===== src/rtl/mmio_port_responder.sv =====
// MMIO responder for the MEM-stage load/store path: PortOut register, synchronised PortIn
// with change tracking. Define PORT_IRQ_EN to add the IRQ_EN register and the Irq output.
module mmio_port_responder #(
    parameter int unsigned      NBits       = 32,
    parameter int unsigned      IN_WIDTH    = 8,
    parameter int unsigned      SYNC_STAGES = 2,
    parameter logic [NBits-1:0] BASE_ADDR   = NBits'(32'h1001_0040)
) (
    input  logic                clk,
    input  logic                reset,
    input  logic                MemRead,
    input  logic                MemWrite,
    input  logic [NBits-1:0]    Address,
    input  logic [NBits-1:0]    WriteData,
    input  logic [IN_WIDTH-1:0] PortIn,
    output logic [NBits-1:0]    ReadData,
    output logic                Hit,
    output logic [NBits-1:0]    PortOut
`ifdef PORT_IRQ_EN
    ,
    output logic                Irq
`endif
);

    localparam int unsigned CNT_W        = 8;
    localparam logic [2:0]  IDX_PORT_OUT = 3'd0;
    localparam logic [2:0]  IDX_PORT_IN  = 3'd1;
    localparam logic [2:0]  IDX_STATUS   = 3'd2;
    localparam logic [2:0]  IDX_CHG_CNT  = 3'd3;
    localparam logic [2:0]  IDX_IRQ_EN   = 3'd4;

    logic [NBits-1:0]                       port_out_q, port_out_d;
    logic [SYNC_STAGES-1:0][IN_WIDTH-1:0]   sync_q, sync_d;
    logic [IN_WIDTH-1:0]                    prev_q, prev_d;
    logic                                   changed_q, changed_d;
    logic                                   overrun_q, overrun_d;
    logic [CNT_W-1:0]                       chg_count_q, chg_count_d;
`ifdef PORT_IRQ_EN
    logic [1:0]                             irq_en_q, irq_en_d;
    logic                                   irq_q, irq_d;
`endif

    logic [NBits-1:0]    offset_c;
    logic [2:0]          idx_c;
    logic                hit_c;
    logic                wr_en_c;
    logic                change_c;
    logic [IN_WIDTH-1:0] port_in_c;
    logic [NBits-1:0]    rd_data_c;

    // Address decode: unsigned offset catches both below-base and above-window addresses
    always_comb begin
        offset_c  = Address - BASE_ADDR;
        idx_c     = offset_c[4:2];
        hit_c     = (MemRead | MemWrite) && (offset_c[NBits-1:5] == '0) && (offset_c[1:0] == 2'b00);
        wr_en_c   = MemWrite & hit_c;
        port_in_c = sync_q[SYNC_STAGES-1];
        change_c  = (port_in_c != prev_q);
    end

    // Read mux returns the pre-write register values
    always_comb begin
        rd_data_c = '0;
        if (MemRead && hit_c) begin
            case (idx_c)
                IDX_PORT_OUT: rd_data_c = port_out_q;
                IDX_PORT_IN:  rd_data_c = NBits'(port_in_c);
                IDX_STATUS:   rd_data_c = NBits'({overrun_q, changed_q});
                IDX_CHG_CNT:  rd_data_c = NBits'(chg_count_q);
`ifdef PORT_IRQ_EN
                IDX_IRQ_EN:   rd_data_c = NBits'(irq_en_q);
`endif
                default:      rd_data_c = '0;
            endcase
        end
    end

    // Next-state: clears from the bus first, then change events override them
    always_comb begin
        port_out_d  = port_out_q;
        sync_d      = {sync_q[SYNC_STAGES-2:0], PortIn};
        prev_d      = port_in_c;
        changed_d   = changed_q;
        overrun_d   = overrun_q;
        chg_count_d = chg_count_q;
`ifdef PORT_IRQ_EN
        irq_en_d    = irq_en_q;
        irq_d       = (changed_q & irq_en_q[0]) | (overrun_q & irq_en_q[1]);
`endif

        if (wr_en_c) begin
            case (idx_c)
                IDX_PORT_OUT: port_out_d = WriteData;
                IDX_STATUS: begin
                    if (WriteData[0]) changed_d = 1'b0;
                    if (WriteData[1]) overrun_d = 1'b0;
                end
                IDX_CHG_CNT:  chg_count_d = '0;
`ifdef PORT_IRQ_EN
                IDX_IRQ_EN:   irq_en_d = WriteData[1:0];
`endif
                default: ;
            endcase
        end

        if (change_c) begin
            changed_d = 1'b1;
            if (changed_q) overrun_d = 1'b1;
            if (chg_count_d != {CNT_W{1'b1}}) chg_count_d = chg_count_d + CNT_W'(1);
        end
    end

    always_ff @(posedge clk or posedge reset) begin
        if (reset) begin
            port_out_q  <= '0;
            sync_q      <= '0;
            prev_q      <= '0;
            changed_q   <= 1'b0;
            overrun_q   <= 1'b0;
            chg_count_q <= '0;
`ifdef PORT_IRQ_EN
            irq_en_q    <= '0;
            irq_q       <= 1'b0;
`endif
        end else begin
            port_out_q  <= port_out_d;
            sync_q      <= sync_d;
            prev_q      <= prev_d;
            changed_q   <= changed_d;
            overrun_q   <= overrun_d;
            chg_count_q <= chg_count_d;
`ifdef PORT_IRQ_EN
            irq_en_q    <= irq_en_d;
            irq_q       <= irq_d;
`endif
        end
    end

    assign ReadData = rd_data_c;
    assign Hit      = hit_c;
    assign PortOut  = port_out_q;
`ifdef PORT_IRQ_EN
    assign Irq      = irq_q;
`endif

endmodule


===== config.mk =====
export PLATFORM = sky130hd
export DESIGN_NAME = mmio_port_responder
export DESIGN_NICKNAME = d
export VERILOG_FILES = /design/src/rtl/mmio_port_responder.sv
export SDC_FILE = /design/constraint.sdc
export NUM_CORES = 1
export LEC_CHECK = 0
export CORE_UTILIZATION = 41
export CTS_CLUSTER_SIZE = 10
export DETAILED_ROUTE_END_ITERATION = 6
export GPL_TIMING_DRIVEN = 1
export PLACE_DENSITY_LB_ADDON = 0.08
export SLEW_MARGIN = 30
export SYNTH_ARGS = -nofsm -noshare
export SYNTH_HDL_FRONTEND = slang
export SYNTH_SLANG_ARGS = --single-unit

===== constraint.sdc =====
create_clock -name clk -period 3.3 [get_ports clk]
set_clock_uncertainty 0.05 [all_clocks]
set_input_delay 0.33 -clock clk [delete_from_list [all_inputs] [get_ports clk]]
set_output_delay 0.33 -clock clk [all_outputs]
set_load 0.02 [all_outputs]

After elaboration in Yosys (flattened, before gate mapping):

Cells that the tools add are included.

* input port bits: 76
* output and inout bits: 65
* word-level logic and storage cells: 42
* flip-flop bits (word level): 66

* add/sub/neg operators: 2
* mux-type cells: 15
* equality and inequality tests: 5
* reduce and logical (&&, ||, !) cells: 11
* bitwise logic cells: 2

Operators by type and width (count)
* one-hot mux 32 bit (4 select lines): 1
* two-way mux 32 bit: 1
* two-way mux 8 bit: 4
* subtractor 32 x 29 -> 32 bit, second input constant: 1
* zero test 27 bit: 1
* two-way mux 1 bit: 9
* adder 8 x 1 -> 8 bit, second input constant: 1
* != test 8 bit: 1
* != test 8 bit, second input constant: 1
* == test 3 x 2 -> 1 bit, second input constant: 2
* nonzero test 2 bit: 3
* == test 3 x 1 -> 1 bit, second input constant: 1
* logical AND 1 bit: 3
* zero test 3 bit: 1
* AND reduction 3 bit: 1
* zero test 2 bit: 1
* AND reduction 2 bit: 1
* AND 1 bit: 1
* bitwise OR 1 bit: 1

Longest topological paths before layout:

Gate-level depths: netlist of the first run.

* depth after elaboration: 9
* mapped depth: 15
* gate-level depth less buffers: 14

Least setup slack after synthesis of the first run:

Ideal clock, no wire load.

* path type: input to output
* start point: input Address[6]
* end point: output ReadData[11]
* path slack: -0.355 ns
* buffers on the path: 2
* arrival time: 3.275 ns
* data required time: 2.920 ns
* stages: 12
* path through: inv_1 > ha_1 > or4b_1 > clkbuf_1 > maj3_1 > or4_1 > a211oi_1 > nand4_2 > nor3b_4 > nor3b_4 > buf_6 > and2_1

* word-level cells in the longest chain between the ends: 6

Ends and longest elaborated chain
* start: declaration: RTL line 13 `input logic [NBits-1:0] Address,`
* subtractor 32 x 29 -> 32 bit: RTL line 53 `offset_c = Address - BASE_ADDR;`
* zero test 27 bit: RTL line 55 `hit_c = (MemRead | MemWrite) && (offset_c[NBits-1:5] == '0) && (offset_c[1:0] == 2'b00);`
* logical AND 1 bit (2 in series): RTL line 55
* logical AND 1 bit: RTL line 64 `if (MemRead && hit_c) begin`
* two-way mux 32 bit: RTL line 64
* end: declaration: RTL line 16 `output logic [NBits-1:0] ReadData,`

Every way passes these cells.

Worst setup path after layout of the first run:

* start point: input Address[20]
* end point: output ReadData[14]

Same word-level chain as after synthesis.

==> results.json, run 1 <==
{
  "outcome": "complete, but fails checks",
  "violations": "negative setup slack",
  "maxSlewViolCount": 0,
  "slew_headroom_pct": 54.2,
  "grtUsageMet2_pct": 47.2,
  "antenna_cells": 0,
  "cts-root-buf": "clkbuf_8",
  "synth.area.mux_share_pct": 12.6,
  "wl_per_cell_um": 17.8,
  "die_area_um2": 9780,
  "num_io_pins": 141,
  "start_util_pct": 43.3,
  "grt.busiest_layer": "met2",
  "synth_top_area_share_pct": 42.9,
  "period_minus_slack_ns": 3.70,
  "pwr_density_cell_nw_per_um2": 337,
  "insertion_delay_ns": 0.34,
  "syn_area_um2": 3850,
  "drt-initial-drc-count": 147,
  "hold_viol_final": 0,
  "cp-startpoint": "Address[20]",
  "arrival_ns": 3.32,
  "endpoint_kind": "primary output",
  "synth-edff-count": 0,
  "drc": 0,
  "grt_overflow": 0,
  "firstDrtPassIters": 4,
  "holdWs_ns": 0.298,
  "die_y_um": 98.9,
  "grtUsageTotal_pct": 27.2,
  "port_buffers": 140,
  "hp-class": "reg2reg",
  "drt_wl_total_um": 12900,
  "rsz0062_at_grt": "yes",
  "syn_area_per_cell_um2": 10.3,
  "die_w_um": 98.9,
  "tightest_slew_ns": 0.669,
  "cts.path.max_buffers": 2,
  "gp_congestion": 0.924,
  "synth_nets": 452,
  "layout-drive-gt1-share_pct": 41.8,
  "yosys.area_share.xor_xnor_pct": 3.64,
  "fmax_ghz": 0.270,
  "finalSetupTns_ns": -9.77,
  "clk_pin_slew_ns": 0.08,
  "synth_adder_area_share_pct": 0.910,
  "cp-start-kind": "input pin",
  "peakVddDrop_mv": 0.390,
  "core_area_um2": 8890,
  "synthesis.instances": 374,
  "synth_top_cells_by_count": "dfrtp_1, and2_1, mux2_1",
  "ys_warn_count": 0,
  "min-delay-start": "sync_d[15]",
  "drtAntennaViolNets": 0,
  "critPathMaxFanout": 6,
  "ys_seq_elements": 66,
  "cts_made_buffers": 9,
  "ys_types": 61,
  "p_total_uw": 2320,
  "grt_start_max_net_pins": 38,
  "postCtsHoldBufs": 0,
  "grt_use_met3_pct": 4.89,
  "final_util_pct": 77.3,
  "vias": 3974,
  "seq_area_frac_synth_pct": 42.9,
  "grt_use_met1_pct": 34.3,
  "period_share_pct": 112,
  "antenna_found_initial": 0,
  "synthSimpleGateAreaFrac_pct": 23.7,
  "synthFlopType": "dfrtp_1",
  "setup_ws_ns": -0.402,
  "fill_cells": 591,
  "p_leak_uw": 0.00305,
  "synthMostInstantiatedCell": "dfrtp_1",
  "cts_max_level": 3,
  "area.growth.synth_to_final_pct": 78.5,
  "timing.rr.start": "port_in_c[7]",
  "crit_type": "in2out",
  "synth_top_cell_by_area": "dfrtp_1",
  "viasPerCell": 5.50,
  "grt_pass1_wl_um": 20800,
  "cap_violations": 0,
  "cts.sinks": 66,
  "finalSetupViolations": 33,
  "synth_top_family_by_area": "simple AND/OR/NAND/NOR gates",
  "worstPathRequired_ns": 2.92,
  "cts_tree": "yes",
  "nNetsFinal": 688,
  "synthTopCellsByArea": "dfrtp_1, mux2_1, and2_1",
  "row_count": 34,
  "synth_compound_area_share_pct": 12.3,
  "place_hpwl_um": 8870,
  "first_global_vias": 4109,
  "synthArstFlopShare_pct": 100
}
## worst max-delay path, cell delays in order
cell,delay [ns]
buf_6,0.09
or3_4,0.39
or4_4,0.55
or4_4,0.58
a21oi_4,0.16
nand4_4,0.13
nor3b_4,0.23
nor3b_4,0.22
buf_6,0.15
buf_12,0.12
buf_16,0.11
and2_4,0.14
buf_6,0.11
## layer usage
metal | vias to the layer above | share of wire (%)
met3 | 18 | 4.8
met5 | - | 0
met2 | 131 | 52
met4 | 0 | 1.5
met1 | 1967 | 42
li1 | 1858 | -
## stage by stage
step / area [um^2] / setup WS [ns] / cells
2_1_floorplan: 3980 / -0.169 / 374
4_1_cts: 6800 / -0.405 / 727
6_report: 6870 / -0.402 / 723
3_5_place_dp: 6060 / -1.27 / 689
5_1_grt: 6870 / -0.496 / 723
3_3_place_gp: 6060 / -1.24 / 689
## kinds of logic (layout without fill, tap and decap cells)
logic type                 count (synthesis)  after routing
DFF                                       66             66
AOI/OAI and AO/OA                         69             69
adders and majority gates                  3              3
and+or+nand+nor                          146            146
muxes                                     42             42
xor gates and xnor gates                  16             16
buffers and inverters                     32            273
## sequential cells by signal (all words and copies together) (netlist names)
| name | cells |
|---|---|
| PortOut | 32 |
| chg_count_q | 8 |
| port_in_c | 8 |
| prev_q | 8 |
| sync_d | 8 |
| changed_q | 1 |
| overrun_q | 1 |
## path summary, 6_finish.rpt
| kind | to | slack [ns] | depth (start not counted) |
|---|---|---|---|
| worst min-delay path | port_in_c[7] | 0.30 | 0 |
| worst max-delay path | ReadData[14] | -0.40 | 13 |
| min in group asynchronous | PortOut[28] | 0.34 | 3 |
| worst min register to register | port_in_c[7] | 0.30 | 0 |
| worst max register to register | chg_count_q[3] | 0.93 | 8 |
| max in group asynchronous | PortOut[0] | 2.50 | 3 |
## placed cells by master (no fill, tap or decap), types with 12 or more instances in the layout
master | synthesis | routed
buf_4 | 3 | 94
clkdlybuf4s50_1 | 0 | 85
dfrtp_1 | 66 | 66
buf_6 | 2 | 36
mux2_1 | 30 | 30
and2_4 | 0 | 27
o21ai_0 | 18 | 15
nand2_1 | 15 | 14
nor2_1 | 13 | 13
xor2_1 | 12 | 12
## final cells by class
type / instances / area, um^2 / area share, %
inverter: 10 / 40.0 / 0.583
multi-input combinational: 276 / 2470 / 35.9
sequential: 66 / 1650 / 24.0
tap: 108 / 135 / 1.97
timing repair buffer: 247 / 2330 / 33.9
clock buffer: 10 / 138 / 2.00
clock inverter: 6 / 111 / 1.62
## power by group
| part | total (uW) | switching [uW] | leakage (uW) | internal [uW] |
|---|---|---|---|---|
| Combinational | 519 | 237 | 0.00209 | 282 |
| Sequential | 933 | 66.1 | 0.000842 | 867 |
| Clock | 866 | 342 | 0.000123 | 524 |
## what timing repair did
item | CTS | global route
pin swaps | 38 | 19
setup endpoints to repair | 73 | 73
cloned | 3 | 0
setup buffers | 21 | 2
resized for setup | 270 | 41
Power figures use the tool's default switching activity.
==> inputs of run 2 (changes only) <==
- CAP_MARGIN: unset -> 20
- CORE_ASPECT_RATIO: unset -> 1.75
==> run 2 against run 1 <==
The run still ends with negative setup slack left. Count of clock-buffer cells in the layout down 1. Sequential cell count is the same. Via count rose by 2.8%. Highest routed layer unchanged. Core utilization decreased by 0.51 points. Cell area up 1.6%. Global-route usage rose by 4.2 points. Sequential power barely moved. Hold slack got worse by 0.0018 ns. First-iteration DRC count rose by 9.5%. Critical path depth is the same. Final cell count grew 1.5%.
==> results.json, run 2 (synthesis gave the netlist of run 1 again) <==
{
  "drtAntennaViolNets": 0,
  "cts_made_buffers": 9,
  "clk_pin_slew_ns": 0.05,
  "pwr-share-clk_pct": 39.7,
  "final_util_pct": 76.8,
  "rrSetupSlack_ns": 1.01,
  "rsz0062_at_grt": "yes",
  "grt_use_met3_pct": 8.26,
  "start_util_pct": 42.3,
  "crit_type": "in2out",
  "firstDrtPassIters": 4,
  "timing.rr.start": "port_in_c[5]",
  "port_buffers": 140,
  "row_count": 46,
  "wl_per_cell_um": 21.0,
  "first_global_vias": 4373,
  "layout-drive-gt1-share_pct": 41.5,
  "worstPathRequired_ns": 2.92,
  "final_cell_mix": "buf_4, clkdlybuf4s50_1, dfrtp_1, buf_6, and2_4",
  "hp-class": "reg2reg",
  "num_io_pins": 141,
  "hold_end": "port_in_c[1]",
  "drt_wl_total_um": 15400,
  "grt_pass1_wl_um": 22300,
  "final_common_cell": "buf_4",
  "drt-initial-drc-count": 161,
  "rr_worst_depth": 8,
  "grt_start_max_net_pins": 33,
  "cts-root-buf": "clkbuf_16",
  "die_w_um": 75.2,
  "drc": 0,
  "min-delay-start": "sync_d[9]",
  "comb_power_share_pct": 21.9,
  "finalSetupViolations": 60,
  "slew_headroom_pct": 63.4,
  "period_share_pct": 114,
  "cts.path.max_buffers": 2,
  "antenna_found_initial": 0,
  "peakVddDrop_mv": 0.527,
  "maxSlewViolCount": 0,
  "place_hpwl_um": 10500,
  "insertion_delay_ns": 0.33,
  "place_area_um2": 5970,
  "nNetsFinal": 687,
  "die_area_um2": 9790,
  "endpoint_kind": "primary output",
  "final_cell_area_um2": 6980,
  "sw_frac_of_total_pct": 28.2,
  "place_ws_ns": -1.29,
  "grtUsageTotal_pct": 31.4,
  "reg2reg_to": "chg_count_q[3]",
  "period_minus_slack_ns": 3.77,
  "cp-start-kind": "input pin",
  "grtUsageMet2_pct": 56.2,
  "cts_max_level": 3,
  "power_frac_seq_pct": 38.4,
  "switchingPower_uw": 685,
  "grt_use_met1_pct": 30.2,
  "critPathMaxFanout": 5,
  "grt_overflow": 0,
  "cap_violations": 0,
  "fmax_ghz": 0.265,
  "pwr_density_cell_nw_per_um2": 348,
  "p_int_uw": 1740,
  "hold_viol_final": 0,
  "vias": 4087,
  "grt.busiest_layer": "met2",
  "tightest_slew_ns": 0.544,
  "setup_ws_ns": -0.473,
  "viasPerCell": 5.57,
  "largest_reg_flops": 32,
  "arrival_ns": 3.39,
  "area.growth.synth_to_final_pct": 81.4,
  "min_path_cells": 0,
  "outcome": "complete, but fails checks",
  "gp_congestion": 0.890,
  "core_area_um2": 9090,
  "holdWs_ns": 0.296,
  "p_leak_uw": 0.00309,
  "die_y_um": 130,
  "antenna_cells": 0,
  "cts.sinks": 66,
  "cts_tree": "yes",
  "violations": "negative setup slack"
}
-- run 2: power by group through the flow --
stage	Clock (uW)	Combinational, uW	Sequential (uW)
after global routing	1010	574	937
after CTS	970	496	928
final	964	532	931
after detailed placement	0	428	939
after floorplan	0	213	918
after global placement	0	419	932
-- run 2: layer usage --
layer	part of all wire, %	up-vias
met3	5.3	68
met4	6.2	0
li1	-	1854
met2	55	158
met1	33	2007
met5	0	-
-- run 2: final cells by class --
type,count,area [um^2]
Multi-Input combinational cell,276,2450
Fill cell,642,2110
Tap cell,120,150
Inverter,10,37.5
Sequential cell,66,1650
Clock buffer,9,225
Timing Repair Buffer,246,2390
Clock inverter,7,76.3
-- run 2: what timing repair did --
item	CTS	global route
gates cloned	2	4
setup endpoints to repair	73	73
gates resized for setup	283	68
buffers inserted	19	9
hold buffers	0	0
pin swaps	32	19
-- run 2: through the flow --
stage	cells	power (uW)	TNS (ns)
after floorplan	374	1130	-4.53
after CTS	724	2390	-11.35
after global placement	688	1350	-61.88
after detailed placement	688	1370	-60.46
final	734	2430	-12.16
after global routing	734	2520	-17.46
-- run 2: worst max-delay path by stage --
stage	start	to	slack, ns	depth (start not counted)
final	Address[19]	ReadData[12]	-0.47	13
after global routing	Address[6]	ReadData[10]	-0.56	15
after CTS	Address[18]	ReadData[26]	-0.40	13
after detailed placement	Address[7]	ReadData[26]	-1.29	13
after global placement	Address[6]	ReadData[10]	-1.33	13
after floorplan	Address[22]	ReadData[11]	-0.17	11
-- run 2: worst max-delay path, cell delays in order --
cell     delay [ns]
buf_8          0.10
or3_4          0.39
or4_4          0.57
or4_4          0.54
a21oi_4        0.17
nand4_4        0.13
nor3b_4        0.26
nor3b_4        0.28
buf_6          0.16
buf_12         0.11
buf_12         0.10
and2_4         0.14
buf_6          0.11
==> inputs of run 3 (changes only) <==
- CORE_MARGIN: unset -> 2
==> run 3 against run 2 <==
The run still ends with negative setup slack left. Register-to-register slack improved by 0.10 ns. Total power fell by 4.8%. Count of clock-buffer cells in the layout rose by 1.
==> results.json, run 3 (synthesis gave the netlist of run 1 again) <==
{
  "grt_overflow": 0,
  "maxSlewViolCount": 0,
  "topRoutingLayerUsed": "met4",
  "largest_reg_flops": 32,
  "setup_ws_ns": -0.399,
  "hold_viol_final": 0,
  "place_hpwl_um": 10100,
  "cts_made_buffers": 9,
  "row_count": 46,
  "num_io_pins": 141,
  "antenna_found_initial": 0,
  "period_minus_slack_ns": 3.70,
  "arrival_ns": 3.32,
  "first_global_vias": 4119,
  "die_w_um": 77.2,
  "critPathSlowestCell": "or4_4",
  "rsz0062_at_grt": "yes",
  "pwr-share-clk_pct": 38.1,
  "antenna_cells": 0,
  "area.growth.synth_to_final_pct": 79.5,
  "grt_pass1_wl_um": 21200,
  "period_share_pct": 112,
  "final_common_cell": "buf_4",
  "place_ws_ns": -1.27,
  "slew_headroom_pct": 54.8,
  "crit_chain": "buf_8 -> or3_4 -> or4_4 -> or4_4 -> a21oi_4 -> nand4_4 -> nor3b_4 -> nor3b_4 -> buf_4 -> buf_6 -> and2_4 -> buf_6",
  "postCtsHoldBufs": 0,
  "outcome": "complete, but fails checks",
  "final_cell_mix": "buf_4, clkdlybuf4s50_1, dfrtp_1, buf_6, and2_4",
  "critPathMaxStageDelay_ns": 0.57,
  "drt_wl_total_um": 14400,
  "p_int_uw": 1670,
  "tightest_slew_ns": 0.677,
  "regArea_um2": 1650,
  "cp-start-kind": "input pin",
  "critPathMaxFanout": 6,
  "core_area_um2": 9090,
  "die_area_um2": 10200,
  "sw_frac_of_total_pct": 27.7,
  "fill_cells": 674,
  "endpoint_kind": "primary output",
  "clk_pin_slew_ns": 0.05,
  "multi_input_area_um2": 2480,
  "wl_met3_um": 477,
  "cts.path.max_buffers": 2,
  "insertion_delay_ns": 0.33,
  "crit_type": "in2out",
  "vias": 3922,
  "die_y_um": 132,
  "firstDrtPassIters": 4,
  "layout-drive-gt1-share_pct": 44.5,
  "cts.sinks": 66,
  "cts_max_level": 3,
  "start_util_pct": 42.3,
  "cap_violations": 0,
  "drtAntennaViolNets": 0,
  "worstPathRequired_ns": 2.92,
  "drc": 0,
  "dr_wl_met2_um": 8360,
  "port_buffers": 140,
  "drt-initial-drc-count": 119,
  "gp_congestion": 0.982,
  "hp-class": "reg2reg",
  "numPlacedInstances": 691,
  "grt_start_max_net_pins": 36,
  "final_cells": 731,
  "cts_tree": "yes",
  "nNetsFinal": 684,
  "power_frac_seq_pct": 40.2,
  "viasPerCell": 5.37,
  "violations": "negative setup slack",
  "peakVddDrop_mv": 0.372,
  "wl_per_cell_um": 19.6,
  "drt-met1-wl_um": 4960,
  "pwr_density_cell_nw_per_um2": 334,
  "fmax_ghz": 0.270,
  "cts-root-buf": "clkbuf_16",
  "p_leak_uw": 0.00304,
  "finalSetupViolations": 36,
  "grtUsageTotal_pct": 26.9,
  "comb_power_share_pct": 21.8,
  "switchingPower_uw": 639,
  "p_total_uw": 2310
}
run 3: cell count changes in the layout (fill, tap and decap cells not counted), sizes merged:
cell	before	now
inv	13	10
dlymetal6s2s	1	2
clkdlybuf4s50	86	85
clkinv	1	4
clkdlybuf4s15	6	3
bufinv	1	0
buf	145	137
clkbuf	13	20
dlygate4sd2	4	6
run 3: power groups by stage:
stage	combinational, uW	sequential, uW	clock [uW]
2_1_floorplan	213	918	0
3_3_place_gp	425	933	0
3_5_place_dp	433	936	0
4_1_cts	458	923	894
5_1_grt	549	933	931
6_report	502	928	879
run 3: cell type report:
class | instances | area share (%)
sequential | 66 | 23.9
tap | 120 | 2.17
clock buffer | 10 | 3.46
clock inverter | 6 | 0.616
timing repair buffer | 243 | 33.3
inverter | 10 | 0.580
multi-input combinational | 276 | 35.9
run 3: metal layers:
metal	global-route usage, %	vias to the layer above
met5	0	-
met4	12.4	0
met3	4.32	34
met2	51.6	133
met1	27.6	1910
li1	-	1845
run 3: repair_timing:
item	CTS	global route
setup endpoints to repair	73	73
hold endpoints to repair	0	0
gates cloned	2	4
resized for setup	276	79
pin swaps	18	25
buffers inserted	12	13
run 3: per-stage QoR:
stage                     cell area (um^2)  hold slack (ns)  util [%]  TNS, ns
final                                 6910            0.296      76.0   -10.50
after global routing                  6910            0.301      76.0   -14.02
after CTS                             6650            0.298      73.2   -12.88
after detailed placement              6010            0.286      66.1   -64.26
after global placement                6010            0.282      66.1   -61.60
after floorplan                       3980            0.281         -    -4.53
run 3: worst paths after layout:
check	from	end	slack (ns)	cells after the start
worst max-delay path	Address[18]	ReadData[23]	-0.40	12
worst min-delay path	sync_d[12]	port_in_c[4]	0.30	0
worst max register to register	port_in_c[7]	chg_count_q[3]	1.11	8
worst min register to register	sync_d[12]	port_in_c[4]	0.30	0
max in group asynchronous	reset	PortOut[13]	2.21	3
min in group asynchronous	reset	PortOut[8]	0.38	2
run 3: worst max-delay path, delay by kind of cell:
family	cells	cell delay [ns]
AND/OR/NAND/NOR	7	2.29
buffers and inverters	4	0.48
AO/OA/AOI/OAI	1	0.21
